$ cat src/rtl/s2_kes_ctrl.sv
// Stage-2 scheduler between the syndrome stage and the t=2 BM key-equation solver.
// It buffers syndrome sets, launches one solver run at a time, and bypasses all-zero sets.
module s2_kes_ctrl #(
  parameter int unsigned DEPTH    = 2,
  parameter int unsigned TAG_W    = 4,
  parameter int unsigned KES_LAT  = 5,
  parameter int unsigned WD_SLACK = 2
) (
  input  logic             clk,
  input  logic             rstn,
  input  logic             syn_valid,
  output logic             syn_ready,
  input  logic [7:0]       syn0,
  input  logic [7:0]       syn1,
  input  logic [7:0]       syn2,
  input  logic [7:0]       syn3,
  output logic             kes_ena,
  output logic [7:0]       kes_syn0,
  output logic [7:0]       kes_syn1,
  output logic [7:0]       kes_syn2,
  output logic [7:0]       kes_syn3,
  input  logic             kes_done,
  input  logic [7:0]       kes_lambda0,
  input  logic [7:0]       kes_lambda1,
  input  logic [7:0]       kes_lambda2,
  input  logic [7:0]       kes_omega0,
  input  logic [7:0]       kes_omega1,
  output logic             out_valid,
  input  logic             out_ready,
  output logic [7:0]       out_lambda0,
  output logic [7:0]       out_lambda1,
  output logic [7:0]       out_lambda2,
  output logic [7:0]       out_omega0,
  output logic [7:0]       out_omega1,
  output logic             out_err_free,
  output logic [TAG_W-1:0] out_tag,
  output logic             kes_timeout
);

  localparam int unsigned AW       = $clog2(DEPTH);
  localparam int unsigned WD_LIMIT = KES_LAT + WD_SLACK;
  localparam int unsigned WD_W     = $clog2(WD_LIMIT + 1);

  typedef enum logic [1:0] {S_IDLE, S_LAUNCH, S_WAIT, S_HOLD} state_t;

  state_t             state, state_n;
  logic [31:0]        mem_syn [DEPTH];
  logic [TAG_W-1:0]   mem_tag [DEPTH];
  logic [AW:0]        wr_ptr, rd_ptr;
  logic [TAG_W-1:0]   tag_cnt;
  logic [TAG_W-1:0]   fl_tag;
  logic [WD_W-1:0]    wd;
  logic               full, empty, push, pop;
  logic [31:0]        head_syn;
  logic [TAG_W-1:0]   head_tag;
  logic               head_zero, slot_free;
  logic               launch_load, load_bypass, load_kes, timeout_set;

  assign empty     = (wr_ptr == rd_ptr);
  assign full      = (wr_ptr[AW] != rd_ptr[AW]) && (wr_ptr[AW-1:0] == rd_ptr[AW-1:0]);
  assign syn_ready = !full;
  assign push      = syn_valid && !full;
  assign head_syn  = mem_syn[rd_ptr[AW-1:0]];
  assign head_tag  = mem_tag[rd_ptr[AW-1:0]];
  assign head_zero = (head_syn == '0);
  assign slot_free = !out_valid || out_ready;
  assign kes_ena   = (state == S_LAUNCH);

  always_ff @(posedge clk) begin
    if (push) begin
      mem_syn[wr_ptr[AW-1:0]] <= {syn0, syn1, syn2, syn3};
      mem_tag[wr_ptr[AW-1:0]] <= tag_cnt;
    end
  end

  always_ff @(posedge clk or negedge rstn) begin
    if (!rstn) begin
      wr_ptr  <= '0;
      rd_ptr  <= '0;
      tag_cnt <= '0;
    end else begin
      if (push) begin
        wr_ptr  <= wr_ptr + (AW+1)'(1);
        tag_cnt <= tag_cnt + TAG_W'(1);
      end
      if (pop) rd_ptr <= rd_ptr + (AW+1)'(1);
    end
  end

  always_comb begin
    state_n     = state;
    pop         = 1'b0;
    launch_load = 1'b0;
    load_bypass = 1'b0;
    load_kes    = 1'b0;
    timeout_set = 1'b0;
    case (state)
      S_IDLE: begin
        if (!empty) begin
          if (head_zero) begin
            if (slot_free) begin
              pop         = 1'b1;
              load_bypass = 1'b1;
            end
          end else begin
            pop         = 1'b1;
            launch_load = 1'b1;
            state_n     = S_LAUNCH;
          end
        end
      end
      S_LAUNCH: state_n = S_WAIT;
      S_WAIT: begin
        if (kes_done) begin
          if (slot_free) begin
            load_kes = 1'b1;
            state_n  = S_IDLE;
          end else begin
            state_n = S_HOLD;
          end
        end else if (wd == WD_W'(WD_LIMIT - 1)) begin
          timeout_set = 1'b1;
          state_n     = S_IDLE;
        end
      end
      S_HOLD: begin
        if (slot_free) begin
          load_kes = 1'b1;
          state_n  = S_IDLE;
        end
      end
      default: state_n = S_IDLE;
    endcase
  end

  // wd counts cycles since the launch pulse; firing on WD_LIMIT-1 makes
  // kes_timeout visible exactly WD_LIMIT cycles after kes_ena.
  always_ff @(posedge clk or negedge rstn) begin
    if (!rstn) begin
      state       <= S_IDLE;
      wd          <= '0;
      kes_timeout <= 1'b0;
      fl_tag      <= '0;
      kes_syn0    <= '0;
      kes_syn1    <= '0;
      kes_syn2    <= '0;
      kes_syn3    <= '0;
    end else begin
      state <= state_n;
      if (launch_load) begin
        kes_syn0 <= head_syn[31:24];
        kes_syn1 <= head_syn[23:16];
        kes_syn2 <= head_syn[15:8];
        kes_syn3 <= head_syn[7:0];
        fl_tag   <= head_tag;
      end
      if (state == S_LAUNCH)    wd <= WD_W'(1);
      else if (state == S_WAIT) wd <= wd + WD_W'(1);
      if (timeout_set) kes_timeout <= 1'b1;
    end
  end

  always_ff @(posedge clk or negedge rstn) begin
    if (!rstn) begin
      out_valid    <= 1'b0;
      out_lambda0  <= '0;
      out_lambda1  <= '0;
      out_lambda2  <= '0;
      out_omega0   <= '0;
      out_omega1   <= '0;
      out_err_free <= 1'b0;
      out_tag      <= '0;
    end else if (load_bypass) begin
      out_valid    <= 1'b1;
      out_lambda0  <= 8'h01;
      out_lambda1  <= '0;
      out_lambda2  <= '0;
      out_omega0   <= '0;
      out_omega1   <= '0;
      out_err_free <= 1'b1;
      out_tag      <= head_tag;
    end else if (load_kes) begin
      out_valid    <= 1'b1;
      out_lambda0  <= kes_lambda0;
      out_lambda1  <= kes_lambda1;
      out_lambda2  <= kes_lambda2;
      out_omega0   <= kes_omega0;
      out_omega1   <= kes_omega1;
      out_err_free <= 1'b0;
      out_tag      <= fl_tag;
    end else if (out_valid && out_ready) begin
      out_valid <= 1'b0;
    end
  end

endmodule

$ cat config.mk
export PLATFORM = sky130hd
export DESIGN_NAME = s2_kes_ctrl
export DESIGN_NICKNAME = d
export VERILOG_FILES = /design/src/rtl/s2_kes_ctrl.sv
export SDC_FILE = /design/constraint.sdc
export NUM_CORES = 1
export LEC_CHECK = 0
export ABC_AREA = 1
export BUFFER_PORTS_ARGS = -buffer_cell sky130_fd_sc_hd__buf_2
export CORE_MARGIN = 8
export CORE_UTILIZATION = 49
export CTS_CLUSTER_DIAMETER = 120
export CTS_CLUSTER_SIZE = 40
export DETAILED_ROUTE_END_ITERATION = 10
export GPL_ROUTABILITY_DRIVEN = 0
export MAX_ROUTING_LAYER = met4
export PLACE_DENSITY = 0.76
export SLEW_MARGIN = 10
export SYNTH_ARGS = -nofsm -noshare
export SYNTH_HDL_FRONTEND = slang
export SYNTH_SLANG_ARGS = --single-unit
export TNS_END_PERCENT = 1
$ cat constraint.sdc
create_clock -name clk -period 3.1 [get_ports clk]
set_input_delay 0.155 -clock clk [delete_from_list [all_inputs] [get_ports clk]]
set_output_delay 0.155 -clock clk [all_outputs]
set_load 0.01 [all_outputs]
==> metrics.md <==
| Metric | Value |
|---|---|
| Outcome | finished, final reports clean |
| Min-Delay Path Class | in2reg |
| Setup ws final | 0.5501 ns |
| # rows | 43 |
| Latest clock arrival within the worst-skew pair | about 0.42 ns |
| Vias in the first global route | ~5500 |
| Max-cap violation count | 0 |
| Clk sinks | 168 |
| Final Util | 64.44% |
| DRT Pass-1 Iters | 5 |
| Multi-input gate area | 0.001924 sq mm |
| Setup TNS Final | 0 ns |
| Root Buffer | clkbuf_16 |
| Core ar. | 0.01393 sq mm |
| Area grow syn2layout | 27.82% |
| Period utilization | between 80 and 90% |
| Post-CTS sizing | 0 |
| Largest net degree at the start of global routing | between 60 and 70 |
| CTS tree | built |
| Top delay family on crit path | simple AND/OR/NAND/NOR gates |
| Vias per inst | 4.768 |
| Largest cells by area after synthesis | dfrtp_1 34%, edfxtp_1 31%, nand2_1 17% |
| Wire length per cell | 14.79 um |
| I/O Buffers | 157 |
| I/O pin count | 158 |
| ANT cells | 0 |
| Overflow after GRT | 0 |
| Crit start category | flip-flop |
| WL final | 16770 um |
| Synth top area share | about a third |
| Cell Chain, Critical Path | inv_2, nand2_1, nand2_1, nand2_1, nor2_1, nand2_1, nor2_2, nand2_2, nand2_4, buf_4, nand2_1, o21ai_1 |
| Pleak | 0.004749 uW |
| Crit path top cell by count | nand2_1 |
| Post-place setup slack | approximately 0.6 ns |
| Crit Path Class | reg2reg |
| Crit path max fanout | 32 |
| Crit path DAT | 2.89 ns |
| Syn Area/Cell | between 9 and 10 sq um |
| Die height | 135.7 um |
| Via count | 5407 |
| CP max-delay cell | dfrtp_2 |
| Clock transition at path regs | 0.07 ns |
| Finish-stage setup viols | 0 |
| Post-route ant nets | 0 |
| Yosys cell types | 29 |
| Mapped Cells | 746 |
| Cts bufs inserted | 17 |
| Starting density of the core | between 50% and 60% |
| Synth Net Count | 830 |
| Worst EP required | roughly 3.4 ns |
| Final Hold Fails | 0 |
| Initial DRC Count | 444 |
| Buf/Inv on CP | 2 |
| FF+latch area | 0.004566 sq mm |
| Pins Over Slew Limit | 0 |
| Setup repair after global routing missed its margin | false |
| Synth warn | 0 |
| DIE WIDTH | 135.7 um |
| H-tree depth | 4 |
| GR Util All Layers | 19.20% |
| VDD IR max | 0.7851 mV |
| Power Density | 1077 mW/mm^2 |
| Tmin final | 2.550 ns |
| Slew HR | between 40 and 50% |
| Fillcell total | 1110 |
| Mapped Area | 0.007025 sq mm |
| Total power | 9668 uW |
| DRC Markers | 0 |
| Setup Skew | 0.008705 ns |
| Hpwl dp | 11310 um |
| Nets | slightly above 1000 |
| Share of cells above drive strength 1 | 22.01% |
| Fmax | 0.3922 GHz |
| Max incr delay on CP | 0.51 ns |
| Die area | around 0.018 sq mm |
| Synth area leader | dfrtp_1 |
| Clock buffer depth | 2 |
| Register area share after synthesis | about two thirds |
| Global-route wire length before repair | ~27000 um |
| Initial antenna violation count | 0 |
| Pin slew with the least headroom to its limit | 0.8825 ns |
| Synthesized flop and latch total | 168 |
| Crit. End Element | flip-flop |
[metal layers]
layer	wire, um	part of all wire [%]	GRT usage [%]	vias up
li1	-	-	-	2701
met1	6908	41	22.27	2513
met2	8351	50	31.65	178
met3	1352	8.1	5.861	15
met4	161	0.96	5.367	0
met5	0	0	-	-
[flip-flops by register name, summed over array words and instances, names as in the netlist, 8 cells and up]
| signal | cells |
|---|---|
| mem_syn | 64 |
| kes_syn0 | 8 |
| kes_syn1 | 8 |
| kes_syn2 | 8 |
| kes_syn3 | 8 |
| mem_tag | 8 |
| out_lambda0 | 8 |
| out_lambda1 | 8 |
| out_lambda2 | 8 |
| out_omega0 | 8 |
| out_omega1 | 8 |
[cells in the mapped netlist]
master,count
nand2_1,320
inv_1,103
dfrtp_1,96
edfxtp_1,72
o21ai_1,45
nand3_1,25
nor2_1,17
buf_2,10
buf_4,10
clkbuf_1,7
ha_1,7
o21ai_0,6
xor2_1,6
a21oi_1,3
buf_1,2
inv_2,2
nand4_1,2
nor2_2,2
a211oi_1,1
a21o_1,1
and3_1,1
clkinv_1,1
mux2_2,1
nand2_2,1
nand2_4,1
nand2b_1,1
nor4_1,1
o21bai_1,1
xnor2_1,1
[tightest hold or removal path, stage by stage]
cell	delay, ns
buf_2	0.08
nand2_1	0.04
nand2_1	0.05
nand2_1	0.05
inv_1	0.04
[repair_timing]
action	4_1_cts	5_1_grt
hold buffers	38	0
setup buffers	0	0
setup endpoints to repair	0	0
hold endpoints to repair	134	0
[path summary, 6_finish.rpt]
path | slack (ns) | endpoint | start | cells past startpoint
setup reg to reg | 0.55 | kes_syn0[5]$_DFFE_PN0P_ | rd_ptr[0]$_DFFE_PN0P_ | 12
setup / recovery | 0.55 | kes_syn0[5]$_DFFE_PN0P_ | rd_ptr[0]$_DFFE_PN0P_ | 12
min in group asynchronous | 0.40 | out_omega1[4]$_DFFE_PN0P_ | rstn | 2
max in group asynchronous | 1.90 | wd[0]$_DFFE_PN0P_ | rstn | 3
hold / removal | 0.02 | out_lambda0[5]$_DFFE_PN0P_ | kes_lambda0[5] | 5
hold reg to reg | 0.48 | fl_tag[1]$_DFFE_PN0P_ | fl_tag[1]$_DFFE_PN0P_ | 2
[where the power goes]
part	switching, uW	internal (uW)
clock	868	1240
sequential	463	3330
combinational	2430	1340
[final cells by class]
cell class	count	area share, %
Sequential cell	168	50.84
Multi-Input combinational cell	443	21.43
Timing Repair Buffer	205	14.13
Clock buffer	18	5.016
Inverter	106	4.431
Tap cell	180	2.508
Clock inverter	14	1.644
[cell usage in the layout, fill, tap and decap left out, drive strengths merged, types with 3 or more instances in the layout]
master,count
nand2,322
buf,167
inv,107
dfrtp,96
edfxtp,72
o21ai,51
dlygate4sd3,38
nand3,25
nor2,19
clkbuf,18
ha,7
xor2,6
clkinv,6
clkinvlp,5
a21oi,3
[through the flow]
step	instances	area [sq um]	hold WS [ns]
floorplan	746	7028	-0.1406
global placement	1064	8001	0.3217
detailed placement	1064	8001	0.3251
CTS	1134	8980	0.001924
global route	1134	8980	0.02684
finish	1134	8980	0.01649
[cell families after synthesis]
| family | after synthesis | synth area share (%) |
|---|---|---|
| flip-flops | 168 | 64.97 |
| buffers and inverters | 135 | 7.925 |
| AO/OA/AOI/OAI | 57 | 4.168 |
| multiplexers | 1 | 0.1603 |
| AND/OR/NAND/NOR | 371 | 20.66 |
| adder cells (fa/ha/maj) | 7 | 1.247 |
| XOR/XNOR | 7 | 0.8727 |
Note: power is estimated with default switching activity, not from simulation.
